[src/rtl/seg_scan_display_pkg.sv]
// Shared constants and types for the multiplexed 7-segment scan display:
// segment codes (active-high {g,f,e,d,c,b,a}), digit-slot indices and the
// per-frame snapshot record.
package seg_scan_display_pkg;

    // Active-high segment codes, bit order {g,f,e,d,c,b,a}
    localparam logic [6:0] SEG7_0     = 7'h3F;
    localparam logic [6:0] SEG7_1     = 7'h06;
    localparam logic [6:0] SEG7_2     = 7'h5B;
    localparam logic [6:0] SEG7_3     = 7'h4F;
    localparam logic [6:0] SEG7_4     = 7'h66;
    localparam logic [6:0] SEG7_5     = 7'h6D;
    localparam logic [6:0] SEG7_6     = 7'h7D;
    localparam logic [6:0] SEG7_7     = 7'h07;
    localparam logic [6:0] SEG7_8     = 7'h7F;
    localparam logic [6:0] SEG7_9     = 7'h6F;
    localparam logic [6:0] SEG7_DASH  = 7'h40;
    localparam logic [6:0] SEG7_BLANK = 7'h00;

    // Digit-slot indices, rightmost digit is slot 0
    localparam logic [1:0] SLOT_MIN_LOW   = 2'd0;
    localparam logic [1:0] SLOT_MIN_HIGH  = 2'd1;
    localparam logic [1:0] SLOT_HOUR_LOW  = 2'd2;
    localparam logic [1:0] SLOT_HOUR_HIGH = 2'd3;

    // Everything that is frozen for the duration of one display frame
    typedef struct packed {
        logic [3:0] hour_high;
        logic [3:0] hour_low;
        logic [3:0] min_high;
        logic [3:0] min_low;
        logic [3:0] blink_mask;
        logic       blank_lead;
    } snap_t;

endpackage

[src/rtl/seg_scan_display_if.sv]
// Digit/control inputs from the clock core and the board-facing segment and
// digit-enable pins of the scan display, grouped as one interface.
interface seg_scan_display_if;

    logic [3:0] hour_high;
    logic [3:0] hour_low;
    logic [3:0] min_high;
    logic [3:0] min_low;
    logic [3:0] blink_mask;
    logic       blank_lead;
    logic [6:0] seg;
    logic       dp;
    logic [3:0] dig_sel;

    // Clock core / bench side: supplies digits, observes pins
    modport master (
        output hour_high, hour_low, min_high, min_low, blink_mask, blank_lead,
        input  seg, dp, dig_sel
    );

    // Display driver side
    modport slave (
        input  hour_high, hour_low, min_high, min_low, blink_mask, blank_lead,
        output seg, dp, dig_sel
    );

endinterface

[src/rtl/seg_scan_display_bcd_to_seg7.sv]
// Purely combinational BCD to active-high 7-segment decoder. Non-decimal
// codes 10..15 show a dash so corrupted digits are visible rather than hidden.
module bcd_to_seg7
    import seg_scan_display_pkg::*;
(
    input  logic [3:0] bcd_i,
    output logic [6:0] seg_o
);

    // Table lookup of the segment pattern for one digit
    always_comb begin
        // NOTE: every combinational output gets a default first so no path
        // leaves it unassigned, which would infer a latch.
        seg_o = SEG7_DASH;
        case (bcd_i)
            4'd0:    seg_o = SEG7_0;
            4'd1:    seg_o = SEG7_1;
            4'd2:    seg_o = SEG7_2;
            4'd3:    seg_o = SEG7_3;
            4'd4:    seg_o = SEG7_4;
            4'd5:    seg_o = SEG7_5;
            4'd6:    seg_o = SEG7_6;
            4'd7:    seg_o = SEG7_7;
            4'd8:    seg_o = SEG7_8;
            4'd9:    seg_o = SEG7_9;
            default: seg_o = SEG7_DASH;
        endcase
    end

endmodule

[src/rtl/seg_scan_display.sv]
// 4-digit multiplexed 7-segment scan driver. Each slot lights one digit after
// a short all-off window (anti-ghosting); digits and blink controls are
// frozen once per frame so a time update never tears across digits.
module seg_scan_display #(
    parameter int SLOT_CYC       = 12000,
    parameter int BLANK_CYC      = 120,
    parameter int COLON_SLOTS    = 500,
    parameter int SEG_ACTIVE_LOW = 1,
    parameter int DIG_ACTIVE_LOW = 1
) (
    input  logic              clk,
    input  logic              rst,
    seg_scan_display_if.slave disp
);

    import seg_scan_display_pkg::*;

    localparam int SLOT_W  = (SLOT_CYC > 1) ? $clog2(SLOT_CYC) : 1;
    localparam int COLON_W = (COLON_SLOTS > 1) ? $clog2(COLON_SLOTS) : 1;

    localparam logic [SLOT_W-1:0]  SLOT_LAST  = SLOT_W'(SLOT_CYC - 1);
    localparam logic [SLOT_W-1:0]  BLANK_LIM  = SLOT_W'(BLANK_CYC);
    localparam logic [COLON_W-1:0] COLON_LAST = COLON_W'(COLON_SLOTS - 1);

    localparam bit         SEG_LOW = (SEG_ACTIVE_LOW != 0);
    localparam bit         DIG_LOW = (DIG_ACTIVE_LOW != 0);
    localparam logic [6:0] SEG_OFF = SEG_LOW ? 7'h7F : 7'h00;
    localparam logic       DP_OFF  = SEG_LOW;
    localparam logic [3:0] DIG_OFF = DIG_LOW ? 4'hF : 4'h0;

    logic [SLOT_W-1:0]  slot_cnt_q,  slot_cnt_d;
    logic [1:0]         slot_idx_q,  slot_idx_d;
    logic [COLON_W-1:0] colon_cnt_q, colon_cnt_d;
    logic               colon_ph_q,  colon_ph_d;
    snap_t              snap_q,      snap_d;
    logic [6:0]         seg_q,       seg_d;
    logic               dp_q,        dp_d;
    logic [3:0]         dig_q,       dig_d;

    logic       slot_wrap;
    logic [3:0] cur_digit;
    logic [6:0] dec_seg;

    bcd_to_seg7 u_dec (
        .bcd_i (cur_digit),
        .seg_o (dec_seg)
    );

    // Slot/colon counters and once-per-frame snapshot of the inputs
    always_comb begin
        slot_wrap   = (slot_cnt_q == SLOT_LAST);
        slot_cnt_d  = slot_wrap ? '0 : slot_cnt_q + 1'b1;
        slot_idx_d  = slot_wrap ? slot_idx_q + 2'd1 : slot_idx_q;
        colon_cnt_d = colon_cnt_q;
        colon_ph_d  = colon_ph_q;
        if (slot_wrap) begin
            if (colon_cnt_q == COLON_LAST) begin
                colon_cnt_d = '0;
                colon_ph_d  = ~colon_ph_q;
            end else begin
                colon_cnt_d = colon_cnt_q + 1'b1;
            end
        end
        snap_d = snap_q;
        if (slot_wrap && (slot_idx_q == SLOT_HOUR_HIGH)) begin
            snap_d.hour_high  = disp.hour_high;
            snap_d.hour_low   = disp.hour_low;
            snap_d.min_high   = disp.min_high;
            snap_d.min_low    = disp.min_low;
            snap_d.blink_mask = disp.blink_mask;
            snap_d.blank_lead = disp.blank_lead;
        end
    end

    // Select the frozen digit belonging to the current slot
    always_comb begin
        cur_digit = snap_q.min_low;
        case (slot_idx_q)
            SLOT_MIN_HIGH:  cur_digit = snap_q.min_high;
            SLOT_HOUR_LOW:  cur_digit = snap_q.hour_low;
            SLOT_HOUR_HIGH: cur_digit = snap_q.hour_high;
            default:        cur_digit = snap_q.min_low;
        endcase
    end

    // Blank window, digit blanking, colon and pin polarity for the next output
    always_comb begin
        logic       in_blank;
        logic       digit_blank;
        logic [6:0] lit_seg;
        logic       lit_dp;
        logic [3:0] lit_dig;

        in_blank    = (slot_cnt_q < BLANK_LIM);
        digit_blank = (snap_q.blink_mask[slot_idx_q] && !colon_ph_q)
                    || ((slot_idx_q == SLOT_HOUR_HIGH) && snap_q.blank_lead
                        && (snap_q.hour_high == 4'd0));
        lit_seg     = (in_blank || digit_blank) ? SEG7_BLANK : dec_seg;
        lit_dp      = !in_blank && (slot_idx_q == SLOT_HOUR_LOW) && colon_ph_q;
        lit_dig     = in_blank ? 4'b0000 : (4'b0001 << slot_idx_q);

        seg_d = SEG_LOW ? ~lit_seg : lit_seg;
        dp_d  = SEG_LOW ? ~lit_dp  : lit_dp;
        dig_d = DIG_LOW ? ~lit_dig : lit_dig;
    end

    // State and output registers; reset forces all pins to the unlit level
    always_ff @(posedge clk or posedge rst) begin
        // NOTE: sequential state uses non-blocking assignments so every
        // register samples pre-edge values regardless of statement order.
        if (rst) begin
            slot_cnt_q  <= '0;
            slot_idx_q  <= SLOT_MIN_LOW;
            colon_cnt_q <= '0;
            colon_ph_q  <= 1'b0;
            snap_q      <= '0;
            seg_q       <= SEG_OFF;
            dp_q        <= DP_OFF;
            dig_q       <= DIG_OFF;
        end else begin
            slot_cnt_q  <= slot_cnt_d;
            slot_idx_q  <= slot_idx_d;
            colon_cnt_q <= colon_cnt_d;
            colon_ph_q  <= colon_ph_d;
            snap_q      <= snap_d;
            seg_q       <= seg_d;
            dp_q        <= dp_d;
            dig_q       <= dig_d;
        end
    end

    assign disp.seg     = seg_q;
    assign disp.dp      = dp_q;
    assign disp.dig_sel = dig_q;

endmodule

[src/flat_wrapper.sv]
// flat-port wrapper written by rule: the top's interface ports become plain ports
module seg_scan_display_flat import seg_scan_display_pkg::*;
#(
    parameter int SLOT_CYC       = 12000,
    parameter int BLANK_CYC      = 120,
    parameter int COLON_SLOTS    = 500,
    parameter int SEG_ACTIVE_LOW = 1,
    parameter int DIG_ACTIVE_LOW = 1
)
  (clk, rst, disp_hour_high, disp_hour_low, disp_min_high, disp_min_low, disp_blink_mask, disp_blank_lead, disp_seg, disp_dp, disp_dig_sel);
  seg_scan_display_if disp_i ();
  input  logic clk;
  input  logic rst;
  input wire logic [$bits(disp_i.hour_high)-1:0] disp_hour_high;
  input wire logic [$bits(disp_i.hour_low)-1:0] disp_hour_low;
  input wire logic [$bits(disp_i.min_high)-1:0] disp_min_high;
  input wire logic [$bits(disp_i.min_low)-1:0] disp_min_low;
  input wire logic [$bits(disp_i.blink_mask)-1:0] disp_blink_mask;
  input wire logic [$bits(disp_i.blank_lead)-1:0] disp_blank_lead;
  output wire logic [$bits(disp_i.seg)-1:0] disp_seg;
  output wire logic [$bits(disp_i.dp)-1:0] disp_dp;
  output wire logic [$bits(disp_i.dig_sel)-1:0] disp_dig_sel;
  assign disp_i.hour_high = disp_hour_high;
  assign disp_i.hour_low = disp_hour_low;
  assign disp_i.min_high = disp_min_high;
  assign disp_i.min_low = disp_min_low;
  assign disp_i.blink_mask = disp_blink_mask;
  assign disp_i.blank_lead = disp_blank_lead;
  assign disp_seg = disp_i.seg;
  assign disp_dp = disp_i.dp;
  assign disp_dig_sel = disp_i.dig_sel;
  seg_scan_display #(.SLOT_CYC(SLOT_CYC), .BLANK_CYC(BLANK_CYC), .COLON_SLOTS(COLON_SLOTS), .SEG_ACTIVE_LOW(SEG_ACTIVE_LOW), .DIG_ACTIVE_LOW(DIG_ACTIVE_LOW)) u_core (.clk(clk), .rst(rst), .disp(disp_i));
endmodule
[config.mk]
export PLATFORM = sky130hd
export DESIGN_NAME = seg_scan_display_flat
export DESIGN_NICKNAME = d
export VERILOG_FILES = /design/src/rtl/seg_scan_display_pkg.sv /design/src/rtl/seg_scan_display_if.sv /design/src/rtl/seg_scan_display_bcd_to_seg7.sv /design/src/rtl/seg_scan_display.sv /design/src/flat_wrapper.sv
export SDC_FILE = /design/constraint.sdc
export NUM_CORES = 1
export LEC_CHECK = 0
export CAP_MARGIN = 25
export CORE_MARGIN = 3
export CORE_UTILIZATION = 55
export CTS_CLUSTER_SIZE = 12
export DETAILED_ROUTE_END_ITERATION = 7
export PLACE_DENSITY = 0.86
export SLEW_MARGIN = 15
export SYNTH_ARGS = -nofsm -noshare
export SYNTH_HDL_FRONTEND = slang
export SYNTH_SLANG_ARGS = --single-unit
[constraint.sdc]
create_clock -name clk -period 4.2 [get_ports clk]
set_input_delay 0.63 -clock clk [delete_from_list [all_inputs] [get_ports clk]]
set_output_delay 0.63 -clock clk [all_outputs]
set_load 0.01 [all_outputs]
==> impl_metrics.csv <==
group,metric,value,unit
floorplan,core,4880,um2
final_layout,multi_input_area,1290,um2
clock_network,cts_tree,"done",
clock_network,postCtsResizedCells,0,
placement,portBuffers,34,
synthesis,synth_compound_area_share,8.29,%
final_layout,seq_area,1490,um2
global_route,grt_pass1_vias,2058,
critical_path,end_kind,"flip-flop",
clock_network,clk_latency,0.34,ns
floorplan,io_pins,35,
final_layout,diodes,0,
timing,fmax,0.417,GHz
timing,setup_tns,0,ns
critical_path,slowest_delay,0.42,ns
synthesis,synth-async-reset-ratio,100,%
synthesis,synthCells,252,
critical_path,worstPathArrival,2.65,ns
global_route,antenna_found_initial,0,
critical_path,critical_path.startpoint,"u_core.slot_idx_q[0]",
timing,maxSlewViolCount,0,
floorplan,fp.dieArea,6120,um2
synthesis,synth_area_leaders,"dfrtp_1, dfstp_2, mux2_2",
synthesis,syn-mean-instance-area,11.4,um2
synthesis,synth-edff-count,0,
timing,max-slew-margin-rel,41.9,%
global_route,gr-total-overflow,0,
min_path,hold_path.class,"flip-flop to flip-flop",
synthesis,synthSimpleGateAreaFrac,16.3,%
timing,fin_worst_skew,0.00797,ns
timing,period_minus_slack,2.40,ns
run_status,outcome,"finished clean",
drt,wl,5770,um
synthesis,synth_area,2870,um2
floorplan,fp-row-count,25,
drt,drc,0,
floorplan,die_w,78.2,um
clock_network,htreeDepth,3,
floorplan,start_util,58.8,%
synthesis,synth_cell_type_count,47,
global_route,grt_max_degree,39,
critical_path,path_cells,"inv_1, ha_1, a222oi_1, mux2i_1, inv_1, ha_1, nor2_1, a221oi_1, o21ai_0",
synthesis,yosys_most_used_dff,"dfrtp_1",
clock_network,path_clk_slew,0.07,ns
critical_path,regToRegStartpoint,"u_core.slot_idx_q[0]",
drt,first_iter_violations,125,
power,total_power,0.00127,W
job,cap_viol_max_count,0,
global_route,grt_pass1_wl,9840,um
final_layout,final_common_cell,"dfrtp_1",
global_route,gr-usage-all-layers,20.8,%
drt,wl_per_cell,15.9,um
placement,gp_congestion,0.846,
final_layout,nets,325,
synthesis,synth_top_cell_area_share,41.0,%
timing,tightest_slew,0.870,ns
final_layout,drive_above_1_share,20.0,%
clock_network,root_buffer,"clkbuf_8",
synthesis,synth_top_family_by_area,"simple AND/OR/NAND/NOR gates",
clock_network,cts_hold_buf,0,
timing,rsz0062_at_grt,"no",
final_layout,num-fill-cells,346,
synthesis,synth_warnings,0,
final_layout,syn_to_final_growth,22.3,%
placement,hpwl,4070,um
power,vdd_ir_drop_max,0.000244,V
synthesis,syn-num-nets,287,
drt,postRouteAntennaNets,0,
drt,vias,2119,
synthesis,ys_ff_latch,59,
synthesis,ys_seq_area_share,52.0,%
final_layout,layout_common_cells,"dfrtp_1, clkdlybuf4s50_1, mux2_2",
clock_network,cts.path.max_buffers,2,
synthesis,yosysTopAreaCell,"dfrtp_1",
critical_path,path_class,"flip-flop to flip-flop",
synthesis,yosys.area_share.xor_xnor,3.36,%
power,power.density,362,nW/um2
power,p_leak,1.51,nW
drt,post_drt_via_cell_ratio,5.85,
timing,hold_violations,0,
clock_network,cts_made_buffers,9,
critical_path,slowest_stage,"dfrtp_1",
critical_path,cp_top_family,"compound AO/OA/AOI/OAI gates",
clock_network,cts_setup_buffers,0,
timing,finalCritPeriodShare,57.1,%
critical_path,crit_buf_inv,2,
critical_path,cp-start-kind,"flip-flop",
synthesis,synthAdderAreaFrac,5.24,%
synthesis,muxShareOfSynthArea,11.9,%
drt,first_pass_iters,4,
min_path,hp-start,"u_core.colon_cnt_q[6]",
critical_path,cp_max_fo,6,
clock_network,clock_sinks,59,
timing,setup_violations,0,
floorplan,dieHeight,78.2,um
critical_path,crit_required,4.45,ns
routing by layer:
| layer | wire, um | track usage, % |
|---|---|---|
| met1 | 2650 | 28.4 |
| met2 | 2720 | 32.0 |
| met3 | 324 | 6.19 |
| met4 | 76 | 6.64 |
| met5 | 0 | 0 |
final cells by class:
class	instances	area share, %
multi-input combinational	172	36.8
sequential	59	42.5
clock buffer	9	3.53
inverter	12	1.28
tap	67	2.39
clock inverter	7	3.32
timing repair buffer	36	10.1
worst paths after layout:
check | end | slack (ns) | depth (start not counted)
setup / recovery | u_core.disp.seg[4] | 1.80 | 9
hold / removal | u_core.colon_cnt_q[6] | 0.48 | 1
setup reg to reg | u_core.disp.seg[4] | 1.80 | 9
hold reg to reg | u_core.colon_cnt_q[6] | 0.48 | 1
max in group asynchronous | u_core.snap_q[9] | 2.67 | 3
min in group asynchronous | u_core.snap_q[16] | 0.77 | 2
cells by family (layout without fill, tap and decap cells):
logic type | Yosys count | in the layout
AO/OA/AOI/OAI | 38 | 38
flip-flops | 59 | 59
multiplexers | 30 | 30
adder cells (fa/ha/maj) | 12 | 12
buffers and inverters | 21 | 64
AND/OR/NAND/NOR | 81 | 81
XOR/XNOR | 11 | 11
sequential cells by signal, indices dropped and copies added, names as in the netlist:
| register | count |
|---|---|
| u_core.snap_q | 21 |
| u_core.disp.dp | 1 |
| u_core.slot_idx_q | 2 |
| u_core.disp.seg | 7 |
| u_core.colon_ph_q | 1 |
| u_core.disp.dig_sel | 4 |
| u_core.slot_cnt_q | 14 |
| u_core.colon_cnt_q | 9 |
where the power goes:
group          switching (W)  internal (W)  leakage, nW
clock network       0.000232      0.000393        0.119
registers         0.00000707      0.000579        0.720
logic              0.0000270     0.0000324        0.674
total               0.000266       0.00100         1.51
per-stage QoR:
step / hold WS (ns) / cell area (um2) / std cells / utilization (%) / setup slack, ns
2_1_floorplan: 0.432 / 2870 / 252 / - / 2.13
3_3_place_gp: 0.462 / 3270 / 346 / 67.0 / 2.04
3_5_place_dp: 0.471 / 3270 / 346 / 67.0 / 1.92
4_1_cts: 0.482 / 3510 / 362 / 71.9 / 1.82
5_1_grt: 0.505 / 3510 / 362 / 71.9 / 1.66
6_report: 0.479 / 3510 / 362 / 71.9 / 1.80
synth_stat cells (2+ instances only):
| master | count |
|---|---|
| a21o_1 | 2 |
| a21oi_1 | 9 |
| a222oi_1 | 3 |
| a31oi_1 | 2 |
| and2_1 | 2 |
| and3_1 | 4 |
| buf_2 | 4 |
| clkbuf_1 | 5 |
| dfrtp_1 | 47 |
| dfstp_2 | 12 |
| ha_1 | 12 |
| inv_1 | 12 |
| mux2_2 | 22 |
| mux2i_1 | 7 |
| nand2_1 | 17 |
| nand3_1 | 10 |
| nand3b_1 | 2 |
| nand4_1 | 9 |
| nand4b_1 | 3 |
| nor2_1 | 11 |
| nor2b_1 | 2 |
| nor3_1 | 3 |
| nor4_1 | 3 |
| o21ai_0 | 13 |
| o311ai_0 | 2 |
| o31ai_1 | 2 |
| or3_1 | 2 |
| or4_1 | 2 |
| xnor2_1 | 7 |
| xor2_1 | 4 |
worst reg2reg max path: cells and delay by family (launching register included):
kind	cells	cell delay [ns]
DFF	1	0.42
adders and majority gates	2	0.50
and+or+nand+nor	1	0.05
muxes	1	0.24
AOI/OAI and AO/OA	3	0.78
buffers and inverters	2	0.32
Note: power is estimated with default switching activity, not from simulation.
